===== src/rtl/prime_seq_checker_pkg.sv =====
// rtl/prime_seq_checker_pkg.sv - prime set table, FSM encoding and lock defaults
package prime_seq_checker_pkg;

  typedef enum logic [1:0] {
    ST_HUNT   = 2'd0,
    ST_SYNC   = 2'd1,
    ST_LOCKED = 2'd2
  } state_t;

  localparam int DEF_LOCK_CNT   = 2;
  localparam int DEF_UNLOCK_CNT = 2;
  localparam int N_PRIMES       = 6;

  // Ascending order; entry i lives in bits [4*i +: 4].
  localparam logic [4*N_PRIMES-1:0] PRIME_TAB = {4'd13, 4'd11, 4'd7, 4'd5, 4'd3, 4'd2};

  function automatic logic [3:0] prime_at(input int idx);
    return PRIME_TAB[idx*4 +: 4];
  endfunction

endpackage


===== src/rtl/prime_seq_checker_prime_step.sv =====
// rtl/prime_seq_checker_prime_step.sv - combinational prime-set membership and successor lookup
module prime_step
  import prime_seq_checker_pkg::*;
(
  input  logic [3:0] i_value,
  input  logic       i_dir,
  output logic       o_is_prime,
  output logic [3:0] o_successor
);

  always_comb begin
    o_is_prime  = 1'b0;
    o_successor = 4'd0;
    for (int i = 0; i < N_PRIMES; i++) begin
      if (i_value == prime_at(i)) begin
        o_is_prime  = 1'b1;
        o_successor = i_dir ? prime_at((i + N_PRIMES - 1) % N_PRIMES)
                            : prime_at((i + 1) % N_PRIMES);
      end
    end
  end

endmodule


===== config.mk =====
export PLATFORM = sky130hd
export DESIGN_NAME = prime_step
export DESIGN_NICKNAME = d
export VERILOG_FILES = /design/src/rtl/prime_seq_checker_pkg.sv /design/src/rtl/prime_seq_checker_prime_step.sv
export SDC_FILE = /design/constraint.sdc
export NUM_CORES = 1
export LEC_CHECK = 0
export BUFFER_PORTS_ARGS = -buffer_cell sky130_fd_sc_hd__buf_2
export CORE_AREA = 5 5 42 44
export DETAILED_ROUTE_END_ITERATION = 16
export DIE_AREA = 0 0 47 49
export GPL_ROUTABILITY_DRIVEN = 0
export PLACE_DENSITY = 0.35
export SYNTH_ARGS = -nofsm -noshare
export SYNTH_HDL_FRONTEND = slang
export SYNTH_SLANG_ARGS = --single-unit

===== constraint.sdc =====
create_clock -name vclk -period 1.19
set_input_delay 0.1785 -clock vclk [all_inputs]
set_output_delay 0.1785 -clock vclk [all_outputs]
set_load 0.01 [all_outputs]

======== Word level (Yosys, flattened, before mapping) ========
Index checks and enable logic that the tools add are counted.
operators by class
  eq/ne operators ......................... 6
  multiplexer cells ....................... 18
operator list
  cell                                                  count
  2-to-1 mux 4 bit                                      10
  equality test 4 x 2 -> 1 bit (second input constant)  2
  equality test 4 x 3 -> 1 bit (second input constant)  2
  equality test 4 bit (second input constant)           2
  2-to-1 mux 1 bit                                      6
  2-to-1 mux 3 bit                                      2
word-level totals
  register bits after elaboration ......... 0
  bits of input ports ..................... 5
  logic and storage cells ................. 24

======== Logic depth before layout (Yosys ltp) ========
Gate-level depths: netlist of the first run.
  depth in word-level cells ............... 7
  depth in mapped cells ................... 4
  mapped depth without buffers ............ 3

======== Worst setup path before layout of the first run ========
OpenSTA, ideal clock, no wires.
  kind .................................... input to output
  start point ............................. in i_value[2]
  end point ............................... out o_is_prime
  arrival time ............................ 0.826 ns
  required time ........................... 1.012 ns
  slack ................................... 0.185 ns
  stages .................................. 3
  path buffers ............................ 1
  cell sequence ........................... buf_6 -> and2_1 -> a211oi_1
between the ends
  longest elaborated chain between the ends .. 7
  elaborated cells between the ends (all ways) .. 12
ends and longest elaborated chain
  element                         RTL line                            source
  from (decl)                     prime_seq_checker_prime_step.sv:5   input logic [3:0] i_value,
  equality test 4 x 2 -> 1 bit    prime_seq_checker_prime_step.sv:15  if (i_value == prime_at(i)) begin
  2-to-1 mux 1 bit (5 in series)  prime_seq_checker_prime_step.sv:15
  2-to-1 mux 1 bit (*)            prime_seq_checker_prime_step.sv:15
  to (decl)                       prime_seq_checker_prime_step.sv:7   output logic o_is_prime,
Every way passes the cells marked *; elsewhere a longest branch is shown, timed or not.

======== Worst setup path in the final report of the first run ========
  start point ............................. in i_value[3]
  end point ............................... out o_successor[1]
between the ends
  longest elaborated chain between the ends .. 7
  elaborated cells between the ends (all ways) .. 12
ends and longest elaborated chain
  element                         RTL line                            source
  equality test 4 x 2 -> 1 bit    prime_seq_checker_prime_step.sv:15
  2-to-1 mux 4 bit (5 in series)  prime_seq_checker_prime_step.sv:15
  2-to-1 mux 4 bit (*)            prime_seq_checker_prime_step.sv:15
  to (decl)                       prime_seq_checker_prime_step.sv:8   output logic [3:0] o_successor
Marks and branches as above.

==> results of run 1 <==
[through the flow]
stage | instance area (um^2) | power [W] | std cells
floorplan | 238 | 0.0000781 | 32
global placement | 272 | 0.0000969 | 54
detailed placement | 272 | 0.0000968 | 54
CTS | 272 | 0.0000972 | 54
global route | 304 | 0.000118 | 54
finish | 304 | 0.000107 | 54
[worst max-delay path by stage]
| stage | from | end | slack, ps | cells after the start |
|---|---|---|---|---|
| floorplan | i_value[2] | o_is_prime | 190 | 3 |
| global placement | i_value[3] | o_successor[3] | 30 | 5 |
| detailed placement | i_value[0] | o_successor[3] | 40 | 5 |
| CTS | i_value[0] | o_successor[3] | 40 | 5 |
| global route | i_value[0] | o_successor[0] | 6 | 5 |
| finish | i_value[3] | o_successor[1] | 90 | 5 |
[area by class of cell]
cell class	count	area [um^2]	share of cell area [%]
tap	16	20.0	6.58
timing repair buffer	11	77.6	25.5
multi-input combinational	26	203	66.7
inverter	1	3.75	1.23
[timing repair]
item,in CTS,in global routing
setup endpoints to repair,0,3
gates resized for setup,0,11
hold buffers,0,0
endpoints found under the hold margin,0,0
[layout by cell type (no fill, tap or decap), drive strengths merged, types with 2 or more instances in the layout]
| cell | Yosys | layout |
|---|---|---|
| nor2 | 5 | 5 |
| nand2 | 2 | 2 |
| buf | 5 | 10 |
| nand4b | 3 | 3 |
| nand3 | 2 | 2 |
[metal layers]
layer	vias to the layer above	global-route usage (%)	share of wire [%]
met3	0	0	6.0
met1	111	7.61	46
met4	0	0	0
met2	8	7.24	48
met5	-	0	0
li1	126	-	-
[logic make-up after synthesis]
logic type	synth area share [%]
AO/OA/AOI/OAI	20.0
buffers and inverters	20.0
multiplexers	4.21
XOR/XNOR	7.37
AND/OR/NAND/NOR	48.4
[power breakdown]
| part | switching [W] | internal, W |
|---|---|---|
| combinational | 0.0000572 | 0.0000502 |
| clock | 0 | 0 |
| sequential | 0 | 0 |
[critical path: cells and delay by family]
family	cells	cell delay, ps
buffers and inverters	2	330
and+or+nand+nor	1	160
AOI/OAI and AO/OA	2	240
==> results.md, run 1 <==
- Final setup violation count: 0
- # fillers: 171
- Hold_sp: i_value[1]
- CORE AREA: 0.00140 mm^2
- Initial antenna violation count: 0
- N_diodes: 0
- Slowest cell on the critical path: o32ai_2
- Net Count, Synth: 37
- Cell Chain, Critical Path: clkbuf_4, nor3_2, a21oi_1, o32ai_2, buf_2
- Final period utilization: 92.6%
- Worst Hold Endpoint: o_is_prime
- Pin slew with the least headroom to its limit: 237 ps
- Leading post-synthesis cells by cell area: buf_6 14%, nand4b_1 11%, nor4b_4 10%
- Clkbuf count: 0
- Total setup buffers inserted after CTS: 0
- Outcome: completed
- Hold crit path type: input port to output port
- Crit end category: output port
- I/O pins: 10
- Area Growth Syn to Fin: 27.9%
- Total Routing Usage GR: 4.70%
- Vias per cell: 4.54
- RSZ-0062 raised after global routing: no
- TritonRoute pass-1 iters: 4
- Syn Std Cell Area: 238 um^2
- Residual antenna-violating net count after detailed routing: 0
- Iter 0 DRT Violations: 4
- Max frequency: 0.908 GHz
- Avg Cell Area, Syn: 7.43 um^2
- Slew Limit Headroom: 84.1%
- Type of origin of the critical path: input port
- Vias in the first global route: 159
- Wire per inst: 10.4 um
- Post-synth top cells: 5 x nor2_1, 3 x buf_6, 3 x nand4b_1
- WL final: 562 um
- Yosys warns: 0
- Synth cell types: 21
- CP arrival: 920 ps
- Seq_cells: 0
- Crit Path Category: input port to output port
- Nets@finish: 45
- Pin count of the biggest net entering global routing: 11
- LEAKAGE: 0.137 nW
- IO Port Bufs: 10
- Final min period: 1100 ps
- Maximum ir drop on the vdd rail: 0.000123 V
- First-pass GRT wire length: 841 um
- Most frequent cell after synthesis: nor2_1
- Vias: 245
- FF/Latch Area: 0 um^2
- DRC violations left: 0
- CP peak stage delay: 180 ps
- Hold slack: 744 ps
- Power Density: 353 mW/mm^2
- Hold-critical path depth: 3
- Layout Utilization: 21.7%
- Final Max Slew Viols: 0
- Initial core utilization: 17.0%
- Num rows: 14
- Max Cap Viol: 0
- Setup TNS: 0 ps
- GRT overflow: 0
- Hold violation total from the final report: 0
- Die X: 47 um
- Seq/Total Area, Yosys: 0%
- Critical Path RT: 1010 ps
- Leading area contributor after synthesis: buf_6
- Cells after synthesis: 32
- DP Worst Slack: 39.7 ps
- Share of cells above drive strength 1: 44.7%
- Post-synth top area share: 14.2%
- Die area: 0.00230 mm^2
- Fin worst setup slack: 88.6 ps
- Chip height: 49 um
- Worst-path fanout max: 10
(Power assumes the default switching activity.)
==> run 2: changes to the inputs <==
Settings changed: PLACE_DENSITY 0.35 to default.
==> run 2 against run 1 <==
  * Fmax up 0.41%
  * Total power shrank 2.4%
  * Combinational power barely moved
  * Sequential cell count unchanged
  * Count of clock-buffer cells in the layout did not move
  * Utilization is 0.27 points lower
  * Critical path type unchanged
  * Highest routed layer unchanged
==> results.md, run 2 (synthesized netlist as in run 1, its figures left out) <==
- Chip height: 49 um
- Seq_cells: 0
- CORE AREA: 0.00140 mm^2
- Layout Utilization: 21.4%
- Iter 0 DRT Violations: 3
- FF/Latch Area: 0 um^2
- Final period utilization: 92.2%
- First-pass GRT wire length: 897 um
- Num rows: 14
- IO Port Bufs: 10
- Clkbuf count: 0
- Most frequent cells in the layout: 7 x buf_2, 5 x nor2_1, 3 x nand4b_1, 3 x buf_6
- Crit end category: output port
- Total setup buffers inserted after CTS: 0
- GRT overflow: 0
- Most common cell after layout, fill and taps aside: buf_2
- Share of cells above drive strength 1: 42.1%
- DRC violations left: 0
- Final setup violation count: 0
- Hold violation total from the final report: 0
- Initial core utilization: 17.0%
- Die area: 0.00230 mm^2
- Pin count of the biggest net entering global routing: 11
- Outcome: completed
- # hold bufs at CTS: 0
- I/O pins: 10
- TritonRoute pass-1 iters: 2
- LEAKAGE: 0.135 nW
- Max Cap Viol: 0
- RSZ-0062 raised after global routing: no
- Initial antenna violation count: 0
- Worst-path fanout max: 6
- Hold crit path type: input port to output port
- Vias in the first global route: 202
- Nets@finish: 45
- CP arrival: 920 ps
- Total Routing Usage GR: 4.70%
- WL final: 512 um
- Critical Path RT: 1010 ps
- Crit Path Category: input port to output port
- Die X: 47 um
- Slew Limit Headroom: 85.9%
- Power Density: 349 mW/mm^2
- Type of origin of the critical path: input port
- Vias per cell: 4.39
- Wire per inst: 9.48 um
- Max frequency: 0.912 GHz
- Vias: 237
- Area Growth Syn to Fin: 26.3%
- Final min period: 1100 ps
- Final Max Slew Viols: 0
- Setup TNS: 0 ps
- Maximum ir drop on the vdd rail: 0.0000891 V
- Pin slew with the least headroom to its limit: 211 ps
- Resized cells post-CTS: 0
- N_diodes: 0
- Residual antenna-violating net count after detailed routing: 0
==> run 2: stage by stage <==
stage / instances / area (um^2) / hold WS (ps) / power, W / setup WS [ps]
5_1_grt: 54 / 300 / 759 / 0.000116 / 11.5
6_report: 54 / 300 / 739 / 0.000105 / 93.1
3_3_place_gp: 54 / 272 / 743 / 0.0000951 / 76.1
2_1_floorplan: 32 / 238 / 572 / 0.0000781 / 185
4_1_cts: 54 / 272 / 745 / 0.0000961 / 49.3
3_5_place_dp: 54 / 272 / 744 / 0.0000959 / 48.5
==> run 2: routing by layer <==
layer	global-route usage [%]	vias to the layer above	routed length, um	part of all wire (%)
met3	0	0	20	3.9
met5	0	-	0	0
met2	5.66	6	222	43
met1	9.13	105	269	53
li1	-	126	-	-
met4	0	0	0	0
==> run 2: final timing paths <==
check	depth (start not counted)	end	from
setup / recovery	5	o_successor[1]	i_value[0]
hold / removal	3	o_is_prime	i_value[1]
==> run 2: where the power goes <==
part           switching (W)  leakage (nW)  internal (W)
Combinational      0.0000556         0.135     0.0000492
Clock                      0             0             0
Sequential                 0             0             0
==> run 2: cell type report <==
cell class,instances,area [um^2]
fillers,171,1100
multi-input cells,26,200
repair buffers,11,76.3
well taps,16,20.0
inverters,1,3.75
==> run 2: critical path, cell delays in order <==
cell and delay [ps]:
buf_2 150, nor3_2 180, a21oi_1 60, o32ai_2 180
buf_2 160
==> run 3: changes to the inputs <==
Settings changed: GPL_ROUTABILITY_DRIVEN 0 to default, MAX_ROUTING_LAYER from default to met4, SETUP_SLACK_MARGIN from default to 0.3.
==> run 3 against run 2 <==
  * Sequential share of layout area is the same
  * Total power grew 14%
  * Combinational power grew 14%
  * Non-clock buffer count grew 1
  * Die area is the same
  * Cell area grew 11%
  * Via count grew 5.9%
  * Critical path depth is the same
  * Critical endpoint unchanged
  * Largest cell class unchanged
  * Largest power group unchanged
==> results.md, run 3 (synthesized netlist as in run 1, its figures left out) <==
- Most common cell after layout, fill and taps aside: buf_2
- Wire per inst: 10.6 um
- Fin worst setup slack: 134 ps
- Iter 0 DRT Violations: 1
- Worst-path fanout max: 10
- TritonRoute pass-1 iters: 4
- Critical Path RT: 1010 ps
- IO Port Bufs: 10
- Die area: 0.00230 mm^2
- Wl on met1: 258 um
- Hold crit path type: input port to output port
- WL final: 582 um
- Power Density: 359 mW/mm^2
- Vias: 251
- Routability Congestion: 0.713
- Hold violation total from the final report: 0
- Vias per cell: 4.56
- Top Layer Used: met3
- Final Max Slew Viols: 0
- Area Growth Syn to Fin: 40.5%
- Placed Area: 269 um^2
- Residual antenna-violating net count after detailed routing: 0
- LEAKAGE: 0.143 nW
- CP arrival: 880 ps
- N_diodes: 0
- Num rows: 14
- Hold_sp: i_value[1]
- DP Worst Slack: 37.2 ps
- Seq_cells: 0
- I/O pins: 10
- FF/Latch Area: 0 um^2
- Max frequency: 0.947 GHz
- Final setup violation count: 0
- Initial core utilization: 17.0%
- Final min period: 1060 ps
- GRT overflow: 0
- Pin slew with the least headroom to its limit: 212 ps
- Clkbuf count: 0
- Chip height: 49 um
- Vias in the first global route: 236
- # hold bufs at CTS: 0
- # fillers: 173
- Outcome: completed
- Cell Chain, Critical Path: buf_6, nor3_2, a21oi_1, o32ai_2, buf_2
- Die X: 47 um
- Overall power: 0.000120 W
- Final Instance Count excl. Fillers: 55
- Design area: 334 um^2
- Max Cap Viol: 0
- Type of origin of the critical path: input port
- Maximum ir drop on the vdd rail: 0.000122 V
- Crit end category: output port
- Metal2 WL: 283 um
- RSZ-0062 raised after global routing: yes
- Crit Path Category: input port to output port
- CORE AREA: 0.00140 mm^2
- Share of cells above drive strength 1: 46.2%
- Slew Limit Headroom: 85.8%
- Placed insts: 53
- First-pass GRT wire length: 1.01 mm
- DRC violations left: 0
- Most frequent cells in the layout: 5 x buf_2, 4 x nor2_1, 3 x nand4b_1, 3 x buf_4
- Setup TNS: 0 ps
- Nets@finish: 46
- Total Routing Usage GR: 5.47%
- CP peak stage delay: 190 ps
- Initial antenna violation count: 0
- Final period utilization: 88.8%
- Worst Hold Endpoint: o_is_prime
- Met3 wire length: 40 um
- Hold-critical path depth: 3
- Multi-input gate area: 200 um^2
- Slowest cell on the critical path: o32ai_2
- Pin count of the biggest net entering global routing: 11
run 3: cell count changes in the layout (fill, tap and decap cells not counted), sizes merged:
cell  previous run  this run
buf             11        12
run 3: area by class of cell:
| cell class | instances | area share, % |
|---|---|---|
| repair buffers | 12 | 33.0 |
| multi-input cells | 26 | 59.9 |
| well taps | 16 | 5.99 |
| inverters | 1 | 1.12 |
run 3: where the power goes:
group          total (W)  leakage (nW)  internal [W]  switching (W)
registers              0             0             0              0
clock network          0             0             0              0
logic           0.000120         0.143     0.0000625      0.0000574
run 3: how the worst max path moves through the flow:
stage / startpoint / endpoint / cells past startpoint
global route: i_value[0] / o_successor[2] / 5
finish: i_dir / o_successor[1] / 5
detailed placement: i_value[2] / o_successor[2] / 5
CTS: i_value[0] / o_successor[2] / 5
floorplan: i_value[0] / o_successor[1] / 4
global placement: i_value[2] / o_successor[2] / 5
run 3: timing repair:
item                                    CTS  global route
pin swaps                                 4             2
endpoints found under the setup margin    5             5
resized for setup                        14             1
buffers inserted                          2             0
run 3: worst max-delay path, delay by kind of cell:
| family | cells | cell delay [ps] |
|---|---|---|
| AND/OR/NAND/NOR | 1 | 160 |
| AO/OA/AOI/OAI | 2 | 250 |
| buffers and inverters | 2 | 290 |
run 3: routing by layer:
| layer | track usage, % | up-vias |
|---|---|---|
| li1 | - | 130 |
| met1 | 8.04 | 115 |
| met2 | 8.37 | 6 |
| met3 | 0.738 | 0 |
| met4 | 0 | 0 |
| met5 | - | - |
run 3: through the flow:
| stage | hold WS, ps | utilization (%) |
|---|---|---|
| 2_1_floorplan | 550 | - |
| 3_3_place_gp | 746 | 19.2 |
| 3_5_place_dp | 753 | 19.2 |
| 4_1_cts | 702 | 23.5 |
| 5_1_grt | 720 | 23.8 |
| 6_report | 697 | 23.8 |
